--- config.mk ---
export PLATFORM = sky130hd
export DESIGN_NAME = pipe_hazard_ctrl
export DESIGN_NICKNAME = d
export VERILOG_FILES = /design/src/rtl/pipe_hazard_ctrl.sv
export SDC_FILE = /design/constraint.sdc
export NUM_CORES = 1
export LEC_CHECK = 0
export BUFFER_PORTS_ARGS = -buffer_cell sky130_fd_sc_hd__buf_2
export CAP_MARGIN = 20
export CORE_MARGIN = 2
export CORE_UTILIZATION = 54
export CTS_CLUSTER_DIAMETER = 150
export CTS_CLUSTER_SIZE = 28
export DETAILED_ROUTE_END_ITERATION = 8
export PLACE_DENSITY = 0.84
export SLEW_MARGIN = 15
export SYNTH_ARGS = -nofsm -noshare
export SYNTH_HDL_FRONTEND = slang
export SYNTH_SLANG_ARGS = --single-unit
--- constraint.sdc ---
create_clock -name clk -period 3.1 [get_ports clk]
set_input_delay 0.31 -clock clk [delete_from_list [all_inputs] [get_ports clk]]
set_output_delay 0.31 -clock clk [all_outputs]
set_load 0.01 [all_outputs]
--- src/rtl/pipe_hazard_ctrl.sv ---
// Pipeline hazard controller: branch flush, load-use stall and multi-cycle EX occupancy.
// Control outputs are combinational from state and inputs; state, cnt and stall_cycles are registered.
module pipe_hazard_ctrl #(
  parameter int unsigned MULTI_LAT = 4
) (
  input  logic        clk,
  input  logic        rst,
  input  logic [4:0]  id_rs,
  input  logic [4:0]  id_rt,
  input  logic        id_multi,
  input  logic        ex_memread,
  input  logic [4:0]  ex_rt,
  input  logic        branch_taken,
  output logic        pc_write,
  output logic        ifid_write,
  output logic        ifid_flush,
  output logic        idex_write,
  output logic        idex_bubble,
  output logic        exmem_bubble,
  output logic        busy,
  output logic [15:0] stall_cycles
);

  localparam int unsigned CNT_W   = 4;
  localparam int unsigned STALL_W = 16;

  typedef enum logic {RUN, MULTI} state_t;

  state_t             state_q, state_d;
  logic [CNT_W-1:0]   cnt_q, cnt_d;
  logic [STALL_W-1:0] stall_q;
  logic               load_use;

  // Register 0 is never a real destination, so it cannot create a dependency.
  assign load_use = ex_memread && (ex_rt != 5'd0) && ((ex_rt == id_rs) || (ex_rt == id_rt));

  always_ff @(posedge clk) begin
    if (rst) begin
      state_q <= RUN;
      cnt_q   <= '0;
      stall_q <= '0;
    end else begin
      state_q <= state_d;
      cnt_q   <= cnt_d;
      if (!pc_write && (stall_q != {STALL_W{1'b1}})) begin
        stall_q <= stall_q + STALL_W'(1);
      end
    end
  end

  // Next-state and control decode; reset forces the free-running defaults.
  always_comb begin
    state_d      = state_q;
    cnt_d        = cnt_q;
    pc_write     = 1'b1;
    ifid_write   = 1'b1;
    ifid_flush   = 1'b0;
    idex_write   = 1'b1;
    idex_bubble  = 1'b0;
    exmem_bubble = 1'b0;
    busy         = 1'b0;
    if (!rst) begin
      case (state_q)
        RUN: begin
          if (branch_taken) begin
            ifid_flush  = 1'b1;
            idex_bubble = 1'b1;
          end else if (load_use) begin
            pc_write    = 1'b0;
            ifid_write  = 1'b0;
            idex_bubble = 1'b1;
          end else if (id_multi) begin
            state_d = MULTI;
            cnt_d   = CNT_W'(MULTI_LAT - 1);
          end
        end
        MULTI: begin
          busy         = 1'b1;
          pc_write     = 1'b0;
          ifid_write   = 1'b0;
          idex_write   = 1'b0;
          exmem_bubble = 1'b1;
          // Leave after MULTI_LAT-1 cycles so the op occupies EX for MULTI_LAT cycles.
          if (cnt_q > CNT_W'(1)) begin
            cnt_d = cnt_q - CNT_W'(1);
          end else begin
            state_d = RUN;
            cnt_d   = '0;
          end
        end
        default: begin
          state_d = RUN;
          cnt_d   = '0;
        end
      endcase
    end
  end

  assign stall_cycles = stall_q;

endmodule
==> impl_metrics.yaml, run 1 <==
run_status:
  status: "complete, no violations"
clock_network:
  cts_tree: "done"
  cts_num_sinks: 21
  cts.path.max_buffers: 2
  post_cts_resize_count: 0
  holdBufCountCts: 0
  cts_post_setup_buffers_inserted: 0
  htree_num_levels: 1
  clk_latency_ps: 290
  cts_inserted_buffers: 3
  clk_pin_slew_worst_paths_ps: 110
  clockRootBuffer: "sky130_fd_sc_hd__clkbuf_4"
global_route:
  global_route.usage.met1: 0.2879
  grt_max_degree: 24
  first_global_vias: 1230
  gr-usage-met3: 0.03955
  grt_use_met2: 0.4383
  total_grt_overflow: 0
  antenna_found_initial: 0
  busiest_layer: "met2"
  grt.total_usage: 0.2482
  grt_pass1_wl_mm: 5.195
layout:
  drive_above_1_share: 0.2500
  layout.cells.non_filler: 224
  antenna_cells: 0
  synthToLayoutAreaGrowth_pct: 15.33
  finish.net_count: 220
place:
  post-place-cells: 220
  port-buffer-count: 42
  dp_hpwl_mm: 2.391
  gpl.final_weighted_congestion: 0.8558
synth:
  postSynthNetCount: 183
  post-synth-top-area-fraction: 0.3179
  synth.yosys.seq_area_share: 0.3179
  synth.top_cells.by_area: "sky130_fd_sc_hd__dfxtp_1 32%, sky130_fd_sc_hd__xnor2_1 6.6%, sky130_fd_sc_hd__a21oi_1 5.3%"
  synth_area_per_cell_um2: 8.266
  synthesized_area_fraction_occupied_by_ao_oa_aoi_and_oai_cells: 0.2422
  dominant_combinational_cell_family_by_area_after_synthesis: "compound AO/OA/AOI/OAI gates"
  yosys.area_share.simple: 0.2375
  synth.most_common_cell: "sky130_fd_sc_hd__dfxtp_1"
  synth_xor_area_frac: 0.06623
  synth_area_mm2: 0.001323
  netlist_top_cells_count: "21 x sky130_fd_sc_hd__dfxtp_1, 14 x sky130_fd_sc_hd__a21oi_1, 14 x sky130_fd_sc_hd__nand2_1, 11 x sky130_fd_sc_hd__nand3_1, 10 x sky130_fd_sc_hd__xnor2_1"
  post_synth_fa_ha_maj_area_fraction: 0.02838
  distinct_cell_type_count_of_the_synthesized_netlist: 41
  synth_top_flop_cell: "sky130_fd_sc_hd__dfxtp_1"
  synth_edf_count: 0
  ys_ff_latch: 21
  synth_mux_area_frac: 0.02271
  yosys.area.top_type: "sky130_fd_sc_hd__dfxtp_1"
  syn_inst: 160
  postSynth.asyncResetShare: 0
  synth_warnings: 0
sta:
  timing.final.crit_share: 0.7307
  max_freq_mhz: 441.5
  timing.final.setup_violations: 0
  rsz0062_at_grt: "false"
  min_period_ps: 2265
  hold_violation_count_in_the_final_report: 0
  timing.clock.skew_ps: 2.397
  worst_slew_margin_rel: 0.5723
  timing_worst_slew_pin_value_ps: 641.5
  slew_violations: 0
  finalSetupTns_ps: 0
hold_path:
  worst_hold_path_type: "input pin to flip-flop"
pwr:
  internal-power_mw: 0.3619
  ir_worst_vdd_uv: 289.5
  p_seq_frac: 0.569
  p_leak_nw: 0.6248
  design_power_total_mw: 0.4934
  power.switching_mw: 0.1315
  cellPowerDensity_mw_per_mm2: 323.5
  sw_frac_of_total: 0.2665
  clock_power_share: 0.261
  comb_power_share: 0.170
drt:
  detail_route.drc_violations: 0
  routed_wirelength_mm: 3.132
  first_iter_violations: 22
  vias: 1356
  drt_pre_antenna_iters: 4
  via_count_normalized_by_instance_count: 6.054
  postRouteAntennaNets: 0
  drt-wirelength-per-cell_um: 13.98
worst_setup_path:
  regToRegSetupSlack_ps: 830
  crit_path_end_kind: "flip-flop"
  worstPathMaxFanout: 20
  setup.worst_path.class: "flip-flop to flip-flop"
  timing.critical_path.arrival_ps: 2440
  setup.worst_path.start_class: "flip-flop"
  data_required_time_at_the_worst_endpoint_ps: 3280
floorplanning:
  chipWidth_um: 53.49
  die_h_um: 53.49
  die-area_mm2: 0.002861
  initial_utilization: 0.5866
  core_mm2: 0.002255
  design.portCount: 43
  rows: 17
run:
  timing.max_cap.violations: 0
[layout make-up]
cell class / instances / area (µm²)
multi-input combinational: 118 / 789.5
inverter: 11 / 43.79
timing repair buffer: 42 / 210.2
fill: 201 / 729.5
clock buffer: 4 / 26.28
sequential: 21 / 420.4
tap: 28 / 35.03
[final timing paths]
path / startpoint / endpoint / cells past startpoint
worst min register to register: stall_cycles[4] / stall_cycles[4] / 2
worst max register to register: stall_cycles[2] / stall_cycles[11] / 6
worst min-delay path: rst / cnt_q[0] / 2
worst max-delay path: stall_cycles[2] / stall_cycles[11] / 6
[stage by stage]
| stage | utilization | worst slack (ps) | hold WS (ps) | area (µm²) |
|---|---|---|---|---|
| 2_1_floorplan | - | 1080 | 471.6 | 1323 |
| 3_3_place_gp | 0.6648 | 975.1 | 477.4 | 1499 |
| 3_5_place_dp | 0.6648 | 905.6 | 501.1 | 1499 |
| 4_1_cts | 0.6765 | 885.3 | 397.2 | 1525 |
| 5_1_grt | 0.6765 | 632.5 | 412.4 | 1525 |
| 6_report | 0.6765 | 834.9 | 411.1 | 1525 |
[metal layers]
layer | up-vias | routed length [µm]
met4 | 0 | 39
met2 | 47 | 1569
met1 | 632 | 1350
met3 | 4 | 172
met5 | - | 0
li1 | 673 | -
[power by group through the flow]
stage	Combinational [mW]	Clock (mW)	Sequential (mW)
finish	0.0837	0.129	0.281
global route	0.0933	0.147	0.282
CTS	0.0841	0.135	0.281
detailed placement	0.0836	0	0.287
global placement	0.0792	0	0.286
floorplan	0.0599	0	0.285
[cells in the final DEF, fill, tap and decap left out, drive strengths merged, types with 2 or more instances in the layout]
master,synthesis,routed
clkbuf,2,4
nand2,14,14
o41ai,5,5
a21oi,14,14
inv,10,10
o311ai,2,2
a41o,2,2
o21ai,4,4
buf,8,42
nor4,2,2
and4,2,2
dfxtp,21,21
and3,3,3
or4,8,8
ha,3,3
xnor2,10,10
nand3,11,11
o31ai,6,6
nand4,4,4
mux2i,3,3
o2111ai,3,3
and2,3,3
nand2b,2,2
nor2,8,8
[logic make-up (layout without fill, tap and decap cells)]
kind of cell / Yosys count / after routing
mux: 3 / 3
xor+xnor: 10 / 10
simple gates: 59 / 59
buf+inv: 21 / 57
fa+ha+maj: 3 / 3
flops: 21 / 21
compound gates: 43 / 43
[sequential cells by signal (all words and copies together) (netlist names)]
register	cells
stall_cycles	16
cnt_q	4
state_q	1
[worst max-delay path, cell delays in order (launching register included)]
cell and delay, ps:
sky130_fd_sc_hd__dfxtp_1 440, sky130_fd_sc_hd__and4_1 270, sky130_fd_sc_hd__and3_1 300, sky130_fd_sc_hd__and3_1 610, sky130_fd_sc_hd__nor2_1 160, sky130_fd_sc_hd__o2111ai_1 260
sky130_fd_sc_hd__a21oi_1 110
Note: power is estimated with default switching activity, not from simulation.
==> run 2: changes to the inputs <==
Settings changed: ABC_AREA from default to 1, CORE_UTILIZATION 54 to 52, PLACE_DENSITY 0.84 to 0.79.
Clock period 3.1 ns to 2.2 ns, I/O delays scaled along.
==> run 2 against run 1 <==
Die area grew 21%. Setup slack worse by 430 ps. Clock power grew 49%. Register-to-register slack got worse by 330 ps. Design area grew 16%. Utilization decreased by 4.6 points. Critical path depth did not move. Power increased by 43%. Non-clock buffer count increased by 1. Via count up 9.6%. Flip-flop and latch count unchanged. Largest cell class unchanged. Largest power group unchanged.
==> impl_metrics.yaml, run 2 <==
synth:
  synth.top_cells.by_area: "sky130_fd_sc_hd__dfxtp_1 27%, sky130_fd_sc_hd__nand2_1 13%, sky130_fd_sc_hd__inv_1 7.2%"
  yosys.area.top_type: "sky130_fd_sc_hd__dfxtp_1"
  ys_ff_latch: 21
  synth.most_common_cell: "sky130_fd_sc_hd__nand2_1"
  post-synth-top-area-fraction: 0.2697
  synth.yosys.seq_area_share: 0.2697
  postSynthNetCount: 249
  syn_inst: 226
  synth_edf_count: 0
  synth_top_flop_cell: "sky130_fd_sc_hd__dfxtp_1"
  postSynth.asyncResetShare: 0
  synth_area_mm2: 0.001559
  synth_area_per_cell_um2: 6.898
  synth_warnings: 0
  distinct_cell_type_count_of_the_synthesized_netlist: 29
  netlist_top_cells_count: "54 x sky130_fd_sc_hd__nand2_1, 30 x sky130_fd_sc_hd__inv_1, 21 x sky130_fd_sc_hd__dfxtp_1, 19 x sky130_fd_sc_hd__nand3_1, 18 x sky130_fd_sc_hd__nor2_1"
drt:
  postRouteAntennaNets: 0
  drt-wirelength-per-cell_um: 10.46
  detail_route.drc_violations: 0
  routed_wirelength_mm: 3.095
  first_iter_violations: 27
  drt_pre_antenna_iters: 4
  via_count_normalized_by_instance_count: 5.020
  vias: 1486
layout:
  final_cell_mix: "54 x sky130_fd_sc_hd__nand2_1, 42 x sky130_fd_sc_hd__buf_2, 30 x sky130_fd_sc_hd__inv_1"
  fin_area_mm2: 0.001769
  synthToLayoutAreaGrowth_pct: 13.48
  drive_above_1_share: 0.2792
  finish.net_count: 289
  antenna_cells: 0
  mostFrequentLayoutCell: "sky130_fd_sc_hd__nand2_1"
  largest_register_ff_count: 16
worst_setup_path:
  worstPathMaxFanout: 20
  data_required_time_at_the_worst_endpoint_ps: 1980
  setup.worst_path.start_class: "flip-flop"
  timing.critical_path.arrival_ps: 1570
  timing.reg2reg.worst_path_depth: 7
  crit_path_end_kind: "output port"
  setup.worst_path.class: "flip-flop to output port"
pwr:
  p_leak_nw: 0.8116
  cellPowerDensity_mw_per_mm2: 399.6
  power.switching_mw: 0.2002
  internal-power_mw: 0.5067
  sw_frac_of_total: 0.2833
  clock_power_share: 0.272
  p_seq_frac: 0.556
  comb_power_share: 0.172
  ir_worst_vdd_uv: 200.2
run:
  timing.max_cap.violations: 0
hold_path:
  worst_hold_path_type: "input pin to flip-flop"
  timing.hold.worst_path_depth: 2
floorplanning:
  rows: 19
  die-area_mm2: 0.003452
  die_h_um: 58.76
  core_mm2: 0.002805
  initial_utilization: 0.5558
  chipWidth_um: 58.76
  design.portCount: 43
place:
  port-buffer-count: 42
  gpl.final_weighted_congestion: 0.8046
  dp_hpwl_mm: 2.441
  post-place-ws_ps: 532.6
  dpl-instance-area_mm2: 0.001743
clock_network:
  cts_inserted_buffers: 3
  holdBufCountCts: 0
  clk_pin_slew_worst_paths_ps: 120
  htree_num_levels: 1
  cts.path.max_buffers: 2
  cts_num_sinks: 21
  cts_post_setup_buffers_inserted: 0
  clockRootBuffer: "sky130_fd_sc_hd__clkbuf_4"
  cts_tree: "done"
  post_cts_resize_count: 0
  clk_latency_ps: 310
sta:
  rsz0062_at_grt: "false"
  worst_slew_margin_rel: 0.7196
  timing_worst_slew_pin_value_ps: 417.3
  timing.final.crit_share: 0.8142
  min_period_ps: 1791
  timing.final.setup_violations: 0
  final_critical_path_setup_slack_ps: 408.8
  timing.clock.skew_ps: 6.396
  finalSetupTns_ps: 0
  hold_slack_ps: 189.5
  max_freq_mhz: 558.3
  hold_violation_count_in_the_final_report: 0
  slew_violations: 0
global_route:
  grt.total_usage: 0.1985
  antenna_found_initial: 0
  total_grt_overflow: 0
  first_global_vias: 1407
  grt_max_degree: 21
  grt_pass1_wl_mm: 5.430
run_status:
  status: "complete, no violations"
run 2: cell count changes in the layout (fill, tap and decap cells not counted), sizes merged, moves of 4 or more:
cell   change
nand3     +19
xor2      +10
or4        -8
nor3       +5
nand2     +44
nor2      +12
xnor2      -4
o31ai      -6
o41ai      -5
a21oi      +6
inv       +23
run 2: cell type report:
| type | count | area [µm²] |
|---|---|---|
| Clock buffer | 4 | 26.28 |
| Tap cell | 31 | 38.79 |
| Sequential cell | 21 | 420.4 |
| Timing Repair Buffer | 43 | 217.7 |
| Multi-Input combinational cell | 164 | 942.2 |
| Inverter | 33 | 123.9 |
| Fill cell | 271 | 1036 |
run 2: worst max-delay path, stage by stage, from the launching register on:
cell	delay, ps
sky130_fd_sc_hd__dfxtp_1	420
sky130_fd_sc_hd__inv_1	120
sky130_fd_sc_hd__nor2_1	150
sky130_fd_sc_hd__inv_1	100
sky130_fd_sc_hd__nand2_4	230
sky130_fd_sc_hd__inv_1	100
sky130_fd_sc_hd__buf_2	150
run 2: per-stage QoR:
stage	std cells	util	total power, mW
6_report	296	0.6307	0.7069
5_1_grt	296	0.6307	0.7446
4_1_cts	296	0.6307	0.7150
3_5_place_dp	292	0.6213	0.5237
3_3_place_gp	292	0.6213	0.5211
2_1_floorplan	226	-	0.4895
run 2: cells by family (layout without fill, tap and decap cells):
kind of cell | count (synthesis) | count (layout) | synth area share
buf+inv | 41 | 80 | 0.1260
xor+xnor | 16 | 16 | 0.08988
flops | 21 | 21 | 0.2697
compound gates | 27 | 27 | 0.1075
simple gates | 118 | 118 | 0.3828
fa+ha+maj | 3 | 3 | 0.02408
run 2: path summary, 6_finish.rpt:
check / start / endpoint / slack (ps)
hold reg to reg: stall_cycles[15] / stall_cycles[15] / 500
hold / removal: rst / stall_cycles[8] / 190
setup reg to reg: stall_cycles[0] / stall_cycles[2] / 500
setup / recovery: state_q / pc_write / 410
run 2: routing by layer:
metal  GRT usage  wire [µm]  vias to the layer above
met4     0.06818         21                        0
met5           0          0                        -
li1            -          -                      799
met1      0.2432       1455                      656
met3     0.04176        119                        2
met2      0.3429       1499                       29
run 2: power by group through the flow:
stage          combinational (mW)  clock [mW]  sequential [mW]
3_5_place_dp                0.123           0            0.401
4_1_cts                     0.123       0.199            0.393
3_3_place_gp                0.120           0            0.401
2_1_floorplan              0.0886           0            0.401
5_1_grt                     0.142       0.208            0.394
6_report                    0.122       0.192            0.393
==> run 3: changes to the inputs <==
Settings changed: CORE_UTILIZATION 52 to 47, PLACE_DENSITY 0.79 to 0.76.
Clock period 2.2 ns to 1.6 ns, I/O delays scaled along.
==> run 3 against run 2 <==
Clock skew is essentially flat. Setup slack worse by 330 ps. Critical path depth rose by 1. Combinational power is 52% higher. Count of clock-buffer cells in the layout stayed put.
==> impl_metrics.yaml, run 3 (synthesis gave the netlist of run 2 again) <==
run_status:
  status: "complete, no violations"
worst_setup_path:
  worstPathMaxFanout: 4
  timing.reg2reg.worst_path_depth: 7
  critical_path.max_stage_delay_ps: 360
  critical_path_cell_with_the_highest_stage_delay: "sky130_fd_sc_hd__dfxtp_1"
  data_required_time_at_the_worst_endpoint_ps: 1860
  setup.worst_path.start_class: "flip-flop"
  timing.critical_path.arrival_ps: 1780
  setup.worst_path.class: "flip-flop to flip-flop"
  worstPathCellList: "buf_4, nand3_1, inv_1, nand4_1, xor2_2, nand3_2, a21oi_2"
  crit_path_end_kind: "flip-flop"
layout:
  finish.net_count: 307
  synthToLayoutAreaGrowth_pct: 25.20
  mostFrequentLayoutCell: "sky130_fd_sc_hd__nand2_1"
  largest_register_ff_count: 16
  antenna_cells: 0
  final.fill_count: 308
  final_cell_mix: "54 x sky130_fd_sc_hd__nand2_1, 42 x sky130_fd_sc_hd__buf_2, 30 x sky130_fd_sc_hd__inv_1"
  drive_above_1_share: 0.3604
  layout.cells.non_filler: 327
sta:
  max_freq_mhz: 657.5
  timing.final.crit_share: 0.9506
  slew_violations: 0
  timing.final.setup_violations: 0
  min_period_ps: 1521
  hold_violation_count_in_the_final_report: 0
  timing.clock.skew_ps: 5.980
  finalSetupTns_ps: 0
  timing_worst_slew_pin_value_ps: 291.8
  worst_slew_margin_rel: 0.8044
  rsz0062_at_grt: "false"
pwr:
  internal-power_mw: 0.7087
  power.switching_mw: 0.2841
  ir_worst_vdd_uv: 227.7
  p_leak_nw: 0.9108
  clock_power_share: 0.270
  sw_frac_of_total: 0.2861
  design_power_total_mw: 0.9927
  p_seq_frac: 0.543
  comb_power_share: 0.186
  cellPowerDensity_mw_per_mm2: 508.6
floorplanning:
  core_mm2: 0.003103
  die_h_um: 61.60
  design.portCount: 43
  initial_utilization: 0.5024
  chipWidth_um: 61.60
  die-area_mm2: 0.003794
  rows: 20
drt:
  postRouteAntennaNets: 0
  via_count_normalized_by_instance_count: 4.731
  detail_route.drc_violations: 0
  drt-wirelength-per-cell_um: 10.72
  routed_wirelength_mm: 3.506
  vias: 1547
  drt_pre_antenna_iters: 4
  first_iter_violations: 70
global_route:
  first_global_vias: 1342
  grt_max_degree: 23
  grt.total_usage: 0.2016
  grt_pass1_wl_mm: 5.740
  antenna_found_initial: 0
  total_grt_overflow: 0
place:
  port-buffer-count: 42
  dp_hpwl_mm: 2.551
  gpl.final_weighted_congestion: 0.8720
  post-place-cells: 317
clock_network:
  cts_num_sinks: 21
  clk_pin_slew_worst_paths_ps: 130
  cts_tree: "done"
  clockRootBuffer: "sky130_fd_sc_hd__clkbuf_4"
  cts.path.max_buffers: 2
  cts_inserted_buffers: 3
  htree_num_levels: 1
  clk_latency_ps: 310
run:
  timing.max_cap.violations: 0
hold_path:
  timing.hold.worst_path_depth: 3
  worst_hold_path_type: "input pin to flip-flop"
==> run 3: area by class of cell <==
cell class              instances  area (µm²)  share of cell area
clock buffers                   4       26.28             0.01346
flip-flops and latches         21       427.9              0.2192
well taps                      44       55.05             0.02821
inverters                      33       123.9             0.06346
multi-input cells             164       962.2              0.4929
repair buffers                 61       356.6              0.1827
==> run 3: routing by layer <==
metal | part of all wire | GRT usage | vias to the layer above
li1 | - | - | 830
met1 | 0.47 | 0.2659 | 679
met2 | 0.47 | 0.3429 | 34
met3 | 0.045 | 0.02311 | 4
met4 | 0.013 | 0.06383 | 0
met5 | 0 | 0 | -
==> run 3: final timing paths <==
path / from / end / slack (ps)
setup / recovery: stall_cycles[0] / stall_cycles[15] / 80
hold / removal: id_multi / state_q / 180
setup reg to reg: stall_cycles[0] / stall_cycles[15] / 80
hold reg to reg: stall_cycles[3] / stall_cycles[3] / 500
==> run 3: worst max-delay path: cells and delay by family, from the launching register on <==
| family | cells | cell delay [ps] |
|---|---|---|
| AOI/OAI and AO/OA | 1 | 130 |
| xor gates and xnor gates | 1 | 220 |
| buffers and inverters | 2 | 310 |
| DFF | 1 | 360 |
| and+or+nand+nor | 3 | 450 |
==> run 3: stage by stage <==
stage | utilization | setup WS [ps] | hold slack (ps) | instance area, µm²
floorplan | - | 12.39 | 307.8 | 1559
global placement | 0.5960 | 81.15 | 471.4 | 1849
detailed placement | 0.5960 | 23.57 | 483.2 | 1849
CTS | 0.6206 | 80.66 | 178.4 | 1926
global route | 0.6290 | 10.51 | 210.6 | 1952
finish | 0.6290 | 78.97 | 183.1 | 1952
==> run 3: repair_timing <==
action / in CTS / in global routing
setup endpoints to repair: 4 / 5
setup buffers: 6 / 0
pin swaps: 1 / 1
gates resized for setup: 1 / 10
gates cloned: 0 / 0
hold buffers: 0 / 0
==> run 3: power by group through the flow <==
| stage | clock network (mW) | registers [mW] | logic (mW) |
|---|---|---|---|
| 4_1_cts | 0.273 | 0.539 | 0.186 |
| 3_3_place_gp | 0 | 0.551 | 0.172 |
| 3_5_place_dp | 0 | 0.551 | 0.174 |
| 5_1_grt | 0.285 | 0.541 | 0.214 |
| 6_report | 0.269 | 0.539 | 0.185 |
| 2_1_floorplan | 0 | 0.551 | 0.122 |
